$ cat config.mk
export PLATFORM = sky130hd
export DESIGN_NAME = bsg_cache_nb_tbuf_drain
export DESIGN_NICKNAME = d
export VERILOG_FILES = /design/src/rtl/bsg_cache_nb_pkg.sv /design/src/rtl/bsg_cache_nb_tbuf_drain_age.sv /design/src/rtl/bsg_cache_nb_tbuf_drain.sv
export SDC_FILE = /design/constraint.sdc
export NUM_CORES = 1
export LEC_CHECK = 0
export ABC_AREA = 1
export CAP_MARGIN = 20
export CORE_ASPECT_RATIO = 0.9
export CORE_MARGIN = 3
export CORE_UTILIZATION = 38
export DETAILED_ROUTE_END_ITERATION = 7
export PLACE_DENSITY_LB_ADDON = 0.08
export SLEW_MARGIN = 15
export SYNTH_ARGS = -nofsm -noshare
export SYNTH_HDL_FRONTEND = slang
export SYNTH_SLANG_ARGS = --single-unit
$ cat constraint.sdc
create_clock -name clk_i -period 3.1 [get_ports clk_i]
set_input_delay 0.775 -clock clk_i [delete_from_list [all_inputs] [get_ports clk_i]]
set_output_delay 0.775 -clock clk_i [all_outputs]
set_load 0.005 [all_outputs]
$ cat src/rtl/bsg_cache_nb_pkg.sv
`default_nettype none
// ============================================================================
// bsg_cache_nb_pkg: shared types and constants for the non-blocking cache.
// Revision: 1.0
// ============================================================================
package bsg_cache_nb_pkg;

  typedef enum logic [0:0] {
    e_tbuf_drain_idle,
    e_tbuf_drain_write
  } tbuf_drain_state_e;

  localparam int tbuf_drain_max_wait_default_gp = 8;

  // Keeps index fields at least one bit wide for degenerate configurations.
  function automatic int safe_clog2(input int x);
    return (x > 1) ? $clog2(x) : 1;
  endfunction

endpackage
`default_nettype wire

$ cat src/rtl/bsg_cache_nb_tbuf_drain_age.sv
`default_nettype none
// ============================================================================
// bsg_cache_nb_tbuf_drain_age: saturating wait counter for the tbuf head entry.
// Revision: 1.0
// ============================================================================
module bsg_cache_nb_tbuf_drain_age #(
  parameter  int max_wait_p   = 8,
  localparam int age_width_lp = $clog2(max_wait_p + 1)
) (
  input  logic clk_i,
  input  logic reset_n_i,
  input  logic clear_i,
  input  logic inc_i,
  output logic sat_o
);

  localparam logic [age_width_lp-1:0] max_age_lp = age_width_lp'(max_wait_p);

  logic [age_width_lp-1:0] age_q;
  logic [age_width_lp-1:0] age_d;

  assign sat_o = (age_q == max_age_lp);

  always_comb begin
    age_d = age_q;
    if (clear_i) begin
      age_d = '0;
    end else if (inc_i && !sat_o) begin
      age_d = age_q + 1'b1;
    end
  end

  always_ff @(posedge clk_i) begin
    if (!reset_n_i) begin
      age_q <= '0;
    end else begin
      age_q <= age_d;
    end
  end

endmodule
`default_nettype wire

$ cat src/rtl/bsg_cache_nb_tbuf_drain.sv
`default_nettype none
// ============================================================================
// bsg_cache_nb_tbuf_drain: drains tbuf head entries into data-SRAM writes with
// aging priority over the pipeline and fence support.
// Optional statistics: define BSG_CACHE_NB_TBUF_DRAIN_STATS_EN.
// Revision: 1.0
// ============================================================================
module bsg_cache_nb_tbuf_drain
  import bsg_cache_nb_pkg::*;
#(
  parameter  int addr_width_p          = 32,
  parameter  int word_width_p          = 32,
  parameter  int ways_p                = 4,
  parameter  int sets_p                = 64,
  parameter  int block_size_in_words_p = 8,
  parameter  int max_wait_p            = tbuf_drain_max_wait_default_gp,
  localparam int lg_ways_lp            = safe_clog2(ways_p),
  localparam int lg_sets_lp            = safe_clog2(sets_p),
  localparam int lg_bsiw_lp            = safe_clog2(block_size_in_words_p),
  localparam int lg_bo_lp              = $clog2(word_width_p / 8),
  localparam int sram_addr_width_lp    = lg_sets_lp + lg_bsiw_lp
) (
  input  logic                          clk_i,
  input  logic                          reset_n_i,

  input  logic                          tbuf_v_i,
  input  logic [addr_width_p-1:0]       tbuf_addr_i,
  input  logic [lg_ways_lp-1:0]         tbuf_way_i,
  input  logic                          tbuf_full_i,
  input  logic                          tbuf_empty_i,
  output logic                          tbuf_yumi_o,

  input  logic                          pipe_sram_busy_i,
  output logic                          pipe_stall_o,

  output logic                          sram_v_o,
  output logic [sram_addr_width_lp-1:0] sram_addr_o,
  output logic [lg_ways_lp-1:0]         sram_way_o,
  input  logic                          sram_ready_i,

  input  logic                          fence_v_i,
  output logic                          fence_done_o
`ifdef BSG_CACHE_NB_TBUF_DRAIN_STATS_EN
  ,
  output logic [31:0]                   stat_drained_o,
  output logic [31:0]                   stat_forced_o
`endif
);

  tbuf_drain_state_e               state_q, state_d;
  logic                            fence_pend_q, fence_pend_d;
  logic [sram_addr_width_lp-1:0]   sram_addr_q, sram_addr_d;
  logic [lg_ways_lp-1:0]           sram_way_q, sram_way_d;

  logic in_idle;
  logic age_sat;
  logic override;
  logic go_write;
  logic handshake;
  logic fence_done;
  logic unused_addr;

  // Tag bits above the index and the byte offset never reach the SRAM.
  assign unused_addr = ^tbuf_addr_i;

  assign in_idle    = (state_q == e_tbuf_drain_idle);
  assign override   = fence_pend_q | tbuf_full_i | age_sat;
  assign go_write   = in_idle & tbuf_v_i & (~pipe_sram_busy_i | override);
  assign handshake  = reset_n_i & ~in_idle & sram_ready_i;
  assign fence_done = reset_n_i & fence_pend_q & tbuf_empty_i & in_idle & ~tbuf_v_i;

  bsg_cache_nb_tbuf_drain_age #(
    .max_wait_p (max_wait_p)
  ) age (
    .clk_i     (clk_i),
    .reset_n_i (reset_n_i),
    .clear_i   (handshake),
    .inc_i     (in_idle & tbuf_v_i & ~go_write),
    .sat_o     (age_sat)
  );

  always_comb begin
    state_d      = state_q;
    fence_pend_d = fence_pend_q;
    sram_addr_d  = sram_addr_q;
    sram_way_d   = sram_way_q;

    case (state_q)
      e_tbuf_drain_idle: begin
        if (go_write) begin
          state_d     = e_tbuf_drain_write;
          sram_addr_d = tbuf_addr_i[lg_bo_lp +: sram_addr_width_lp];
          sram_way_d  = tbuf_way_i;
        end
      end
      e_tbuf_drain_write: begin
        if (sram_ready_i) begin
          state_d = e_tbuf_drain_idle;
        end
      end
      default: state_d = e_tbuf_drain_idle;
    endcase

    // A fence arriving while one is pending merges into it.
    if (fence_done) begin
      fence_pend_d = 1'b0;
    end else if (fence_v_i) begin
      fence_pend_d = 1'b1;
    end
  end

  always_ff @(posedge clk_i) begin
    if (!reset_n_i) begin
      state_q      <= e_tbuf_drain_idle;
      fence_pend_q <= 1'b0;
      sram_addr_q  <= '0;
      sram_way_q   <= '0;
    end else begin
      state_q      <= state_d;
      fence_pend_q <= fence_pend_d;
      sram_addr_q  <= sram_addr_d;
      sram_way_q   <= sram_way_d;
    end
  end

  // Outputs are masked while reset is asserted so an abandoned write never pops.
  assign sram_v_o     = reset_n_i & ~in_idle;
  assign sram_addr_o  = reset_n_i ? sram_addr_q : '0;
  assign sram_way_o   = reset_n_i ? sram_way_q : '0;
  assign tbuf_yumi_o  = handshake;
  assign pipe_stall_o = reset_n_i & (~in_idle | (tbuf_v_i & override));
  assign fence_done_o = fence_done;

`ifdef BSG_CACHE_NB_TBUF_DRAIN_STATS_EN
  logic [31:0] stat_drained_q, stat_drained_d;
  logic [31:0] stat_forced_q, stat_forced_d;

  always_comb begin
    stat_drained_d = stat_drained_q;
    stat_forced_d  = stat_forced_q;
    if (handshake) begin
      stat_drained_d = stat_drained_q + 32'd1;
    end
    // Only entries that actually beat a busy pipeline by age or fullness count as forced.
    if (go_write && pipe_sram_busy_i && (age_sat || tbuf_full_i)) begin
      stat_forced_d = stat_forced_q + 32'd1;
    end
  end

  always_ff @(posedge clk_i) begin
    if (!reset_n_i) begin
      stat_drained_q <= '0;
      stat_forced_q  <= '0;
    end else begin
      stat_drained_q <= stat_drained_d;
      stat_forced_q  <= stat_forced_d;
    end
  end

  assign stat_drained_o = stat_drained_q;
  assign stat_forced_o  = stat_forced_q;
`endif

`ifndef SYNTHESIS
  a_head_held_in_write: assert property (@(posedge clk_i) disable iff (!reset_n_i)
    (state_q == e_tbuf_drain_write) |-> tbuf_v_i);
`endif

endmodule
`default_nettype wire
# Word level (Yosys, flattened, before mapping)
# Cells that the tools add are included.
word_totals:
  regBits: 17
  in_bits: 42
  word_cells: 37
op_classes:
  addsub: 1
  n_eq_ne: 1
  mux: 5
  bitwise: 20
  reduce_logical: 5
op_table:
  columns: ["operator", "n"]
  rows:
  - ["$and 1x1->1", 11]
  - ["$mux 9", 1]
  - ["$not 1->1", 5]
  - ["$add 4x1->4 const B", 1]
  - ["$eq 4x4->1 const B", 1]
  - ["$or 1x1->1", 4]
  - ["$reduce_or 2->1", 2]
  - ["$mux 1", 2]
  - ["$mux 2", 1]
  - ["$pmux 1 s2", 1]
  - ["$reduce_and 2->1", 1]
  - ["$logic_and 1x1->1", 1]
  - ["$logic_not 1->1", 1]

# Longest topological paths before layout
# Gate-level depths: netlist (run 1).
depth:
  ltp_word: 7
  ltp_mapped: 9

# By module
# Synthesis (run 1) repeated with hierarchy kept, for this count alone.
unflattened:
  cells_unflattened: 135
  hier_area_um2: 949.7
by_module_without_submodules:
  columns: ["module", "instances", "cells_per_inst", "area_per_inst_um2", "seq_area_each_um2"]
  rows:
  - ["bsg_cache_nb_tbuf_drain", 1, 102, 718.2, 260.2]
  - ["bsg_cache_nb_tbuf_drain_age", 1, 33, 231.5, 80.1]

# Worst setup path after synthesis (run 1)
# No wires, ideal clock.
synth_timing:
  kind: "input to output"
  startpoint: "input port reset_n_i"
  endpoint: "output port sram_addr_o[6]"
  arrival_ns: 1.281
  setup_slack_ns: 1.044
  stages: 4
  path_buffers: 2
  path_cell_list: "buf_2 -> buf_2 -> nand2_1 -> inv_1"
synth_between:
  elab_chain_cells: 1
synth_lines:
  columns: ["item", "line_no", "rtl"]
  rows:
  - ["start: declaration", "bsg_cache_nb_tbuf_drain.sv:24", "input logic reset_n_i,"]
  - ["$mux 9", "bsg_cache_nb_tbuf_drain.sv:128", "assign sram_addr_o = reset_n_i ? sram_addr_q : '0;"]
  - ["end: declaration", "bsg_cache_nb_tbuf_drain.sv:37", "output logic [sram_addr_width_lp-1:0] sram_addr_o,"]
# No other way between the ends.

# Worst setup path after layout (run 1)
# Ends and elaborated chain as after synthesis.

==> impl_metrics.ini, run 1 <==
[outcome]
outcome = completed

[die]
core_area_sq_um = 2220
std_cell_rows = 16
die_x_um = 57.6
pin_count = 57
die_height_um = 52.4
start_util_pct = 41.0
die_area_sq_um = 3020

[detailed_routing]
wl_per_cell_um = 9.27
first_pass_iters = 4
drt_iter0_drc = 11
drt_wl_total_um = 1870
vias = 866
drc = 0
ant_nets = 0
vias_per_cell = 4.29

[grt]
overflow = 0
grt_max_degree = 15
grt_pass1_vias = 834
antenna_found_initial = 0
grt_first_pass_wirelength_um = 3330
gr-usage-all-layers_pct = 14.2

[sta]
hold_violations = 0
fin_setup_tns_ns = 0
finalClockSkew_ns = 0.00546
worst_slew_pin_slew_ns = 0.232
setup_viol = 0
fin_crit_sh_pct = 95.3
rsz0062_at_grt = no
fmax_mhz = 338
finalCriticalPeriod_ns = 2.95
slew_headroom_pct = 84.4
drv_slew = 0
fin_ws_ns = 0.146

[layout]
final_net_count = 220
antenna_cells = 0
drive_gt1_share_pct = 7.43
fin_area_sq_um = 1290
synthToLayoutAreaGrowth_pct = 41.8
final-instance-count-excl-fill = 202

[hold_path]
hold_class = register to register

[logic_synthesis]
synth-main-ff-cell = dfxtp_1
synth.most_common_cell = nand2_1
synth_edf_count = 0
yosys-top-cells-count = nand2_1 (53), inv_1 (39), dfxtp_1 (17)
async_flop_share_pct = 0
syn-num-nets = 184
yosysTopAreaCell = dfxtp_1
syn_area_per_cell_sq_um = 6.51
synth_area_sq_um = 911
yosysUniqueCellTypes = 20
yosys-top-cells-area = dfxtp_1 (37%), nand2_1 (22%), inv_1 (16%)
netlist_instances = 140
ys_warn_count = 0
synth_top_area_share_pct = 37.4
seq_area_frac_synth_pct = 37.4
yosys_register_bits = 17

[setup_path]
path_class = input pin to output port
crit_path_end_kind = output port
cp-start-kind = input pin
crit_arrival_ns = 2.18
crit_fanout = 14
cp.required_ns = 2.32

[clocking]
cts_max_path_buffers = 2
clock_sinks = 17
cts-root-buf = clkbuf_4
cts_tree = yes
clkSlewWorstSetupHoldPaths_ns = 0.09
htreeDepth = 1
cts_made_buffers = 3
clk_latency_ns = 0.28

[placement]
dp_hpwl_um = 1490
port_buffers = 33
dp.cells = 198
place_ws_ns = 0.0893
place.gp.congestion = 0.714
dpl_cell_area_sq_um = 1260

[run]
drv_cap = 0

[power_and_ir_drop]
power_density_nw_per_um2 = 364
ir_drop_mv = 0.261
p_leak_nw = 0.751
[worst paths after layout]
check | start | endpoint | slack, ns | cells past startpoint
max | reset_n_i | sram_addr_o[6] | 0.15 | 5
min | sram_addr_q[6] | sram_addr_q[6] | 0.49 | 2
max reg2reg | age.age_q[0] | sram_addr_q[2] | 1.71 | 9
min reg2reg | sram_addr_q[6] | sram_addr_q[6] | 0.49 | 2
[sequential cells by signal, indices dropped and copies added (netlist names)]
name / count
state_q: 1
sram_addr_q: 9
age.age_q: 4
sram_way_q: 2
fence_pend_q: 1
[critical path: stages]
cell and delay, ns:
clkdlybuf4s50_1 0.55, buf_6 0.20, nand2_1 0.10, inv_1 0.07, clkdlybuf4s50_1 0.49
[through the flow]
step | hold slack, ns | total power, mW | utilization, %
after floorplan | 0.455 | 0.305 | -
after detailed placement | 0.474 | 0.363 | 56.8
after CTS | 0.488 | 0.480 | 57.9
after global routing | 0.533 | 0.503 | 58.1
final | 0.487 | 0.470 | 58.1
after global placement | 0.468 | 0.358 | 56.8
[where the power goes]
part	internal (mW)	switching, mW
clock	0.0500	0.0638
combinational	0.0604	0.0520
sequential	0.237	0.00682
total	0.347	0.123
[area by class of cell]
cell class,instances,area (sq um)
clock buffers,4,26.3
fillers,215,931
inverters,41,154
multi-input cells,79,395
repair buffers,34,342
well taps,27,33.8
flip-flops and latches,17,340
[cell usage in the layout, fill, tap and decap left out, drive strengths merged]
cell | synthesis | final
nand2 | 53 | 53
inv | 41 | 41
clkdlybuf4s50 | 0 | 33
dfxtp | 17 | 17
nor2 | 7 | 7
nand3 | 6 | 6
a21oi | 5 | 5
clkbuf | 0 | 4
o21ai | 2 | 2
ha | 2 | 2
nor3 | 1 | 1
xnor2 | 1 | 1
nand4 | 1 | 1
xor2 | 1 | 1
buf | 3 | 1
[routing by layer]
layer  part of all wire [%]  up-vias  global-route usage (%)
met2                     48       27                    25.6
met5                      0        -                       0
met3                    7.9        2                    5.17
met1                     43      371                    15.9
li1                       -      466                       -
met4                   0.64        0                    3.47
[repair_timing]
action | in CTS | in global routing
gates resized for setup | 0 | 1
hold buffers | 0 | 0
endpoints found under the setup margin | 0 | 2
setup buffers | 0 | 0
[cell families (layout without fill, tap and decap cells)]
family / Yosys count / count (layout) / synth area share (%)
and+or+nand+nor: 68 / 68 / 34.5
buffers and inverters: 44 / 79 / 19.2
DFF: 17 / 17 / 37.4
AOI/OAI and AO/OA: 7 / 7 / 4.26
adders and majority gates: 2 / 2 / 2.75
xor gates and xnor gates: 2 / 2 / 1.92
Note: power is estimated with default switching activity, not from simulation.
==> run 2: changes to the inputs <==
CORE_MARGIN = unset   (was 3)
==> run 2 against run 1 <==
  * Via count shrank 1.3%
  * Combinational power is essentially flat
  * Maximum frequency shrank 0.95%
  * Critical path depth is the same
  * Flip-flop and latch count is the same
  * Die area shrank 14%
  * Critical path type unchanged
==> impl_metrics.ini, run 2 (same netlist as run 1, synthesis figures left out) <==
[outcome]
outcome = completed

[setup_path]
cp_num_cells = 5
cp.required_ns = 2.32
crit_arrival_ns = 2.21
cpPeakStageDelay_ns = 0.52
r2r_end = sram_addr_q[1]
endpoint = sram_addr_o[6]
cpMostUsedCell = clkdlybuf4s50_1
rr_worst_depth = 9
critical_path.slowest_cell = clkdlybuf4s50_1
path_buf_inv = 4
crit_path_end_kind = output port
path_cells = clkdlybuf4s50_1 > buf_4 > nand2_1 > inv_1 > clkdlybuf4s50_1
worst-r2r-setup-slack_ns = 1.73
path_class = input pin to output port
regToRegStartpoint = age.age_q[0]
cp_top_family = buffers and inverters
crit_fanout = 14
crit_start = reset_n_i
cp-start-kind = input pin

[sta]
rsz0062_at_grt = no
finalCriticalPeriod_ns = 2.98
fmax_mhz = 335
fin_setup_tns_ns = 0
setup_viol = 0
slew_headroom_pct = 83.7
worst_slew_pin_slew_ns = 0.242
finalClockSkew_ns = 0.00810
fin_crit_sh_pct = 96.2
drv_slew = 0
hold_violations = 0

[clocking]
cts_tree = yes
clock_sinks = 17
cts.repair.resized = 0
cts_made_buffers = 3
cts_setup_buffers = 0
cts_max_path_buffers = 2
hold_buffers = 0
cts-root-buf = clkbuf_4
htreeDepth = 1
clkSlewWorstSetupHoldPaths_ns = 0.11
clk_latency_ns = 0.29

[layout]
antenna_cells = 0
layout_common_cells = nand2_1 (53), inv_1 (39), clkdlybuf4s50_1 (33)
drive_gt1_share_pct = 8.00
reg_top3 = sram_addr_q x9, age.age_q x4, sram_way_q x2
final-instance-count-excl-fill = 202
final_net_count = 220
synthToLayoutAreaGrowth_pct = 41.5
largest_register = sram_addr_q
final_common_cell = nand2_1
fillers = 232
largest_register_ffs = 9

[detailed_routing]
wl_per_cell_um = 9.15
drc = 0
vias = 855
drt_iter0_drc = 7
ant_nets = 0
drt_wl_total_um = 1850
first_pass_iters = 4
vias_per_cell = 4.23

[placement]
port_buffers = 33
dp_hpwl_um = 1420
dp.cells = 198
place.gp.congestion = 0.708

[die]
pin_count = 57
die_area_sq_um = 2600
std_cell_rows = 16
core_area_sq_um = 2220
die_x_um = 53.6
die_height_um = 48.4
start_util_pct = 41.0

[power_and_ir_drop]
p_leak_nw = 0.753
swShare_pct = 27.3
pwr-share-seq_pct = 51.4
ir_drop_mv = 0.324
p_sw_mw = 0.130
power_frac_clock_pct = 25.1
power_density_nw_per_um2 = 368
share_comb_of_total_power_pct = 23.5
intPower_mw = 0.345

[hold_path]
hold_depth = 2
hold_class = register to register

[run]
drv_cap = 0

[grt]
grt_max_degree = 15
grt_first_pass_wirelength_um = 3170
antenna_found_initial = 0
overflow = 0
gr-usage-all-layers_pct = 16.3
grt_pass1_vias = 787
## run 2: cell types whose count changed in the layout (fill, tap and decap cells not counted)
cell,delta
clkbuf_1,-1
buf_6,-1
buf_4,+1
clkinv_2,+1
## run 2: area by class of cell
| cell class | instances | area, sq um | area share [%] |
|---|---|---|---|
| sequential | 17 | 340 | 26.4 |
| clock inverter | 1 | 5.00 | 0.388 |
| multi-input combinational | 79 | 395 | 30.7 |
| timing repair buffer | 34 | 338 | 26.2 |
| tap | 27 | 33.8 | 2.62 |
| clock buffer | 3 | 22.5 | 1.75 |
| inverter | 41 | 154 | 11.9 |
## run 2: worst min-delay path by stage
| stage | start | endpoint | slack, ns |
|---|---|---|---|
| 5_1_grt | sram_addr_q[6] | sram_addr_q[6] | 0.54 |
| 4_1_cts | sram_addr_q[6] | sram_addr_q[6] | 0.51 |
| 6_report | sram_addr_q[6] | sram_addr_q[6] | 0.51 |
| 3_5_place_dp | sram_addr_q[6] | sram_addr_q[6] | 0.49 |
| 2_1_floorplan | sram_addr_q[6] | sram_addr_q[6] | 0.46 |
| 3_3_place_gp | sram_addr_q[6] | sram_addr_q[6] | 0.47 |
## run 2: per-stage QoR
step	hold slack [ns]	total power, mW	utilization [%]	area (sq um)	setup WS [ns]
2_1_floorplan	0.455	0.305	-	911	1.04
3_3_place_gp	0.468	0.358	56.8	1260	0.115
3_5_place_dp	0.494	0.361	56.8	1260	0.110
4_1_cts	0.509	0.480	58.0	1290	0.110
5_1_grt	0.537	0.507	58.0	1290	0.0381
6_report	0.511	0.474	58.0	1290	0.117
## run 2: power by group through the flow
stage               registers, mW  clock network, mW  logic, mW
global route                0.245              0.135      0.126
finish                      0.244              0.119      0.111
detailed placement          0.249                  0      0.112
floorplan                   0.247                  0     0.0579
global placement            0.248                  0      0.110
CTS                         0.244              0.123      0.113
## run 2: worst reg2reg max path, cell delays in order, from the launching register on
cell and delay, ns:
dfxtp_1 0.35, inv_1 0.09, ha_1 0.17, nand3_2 0.12, nand3_4 0.11, nand2_1 0.09, inv_2 0.16, nand2_1 0.07
nand2_1 0.07, inv_1 0.03
## run 2: metal layers
layer	routed length, um	global-route usage, %
met5	0	0
met4	0	2.63
met3	109	5.66
met2	820	27.1
met1	920	20.4
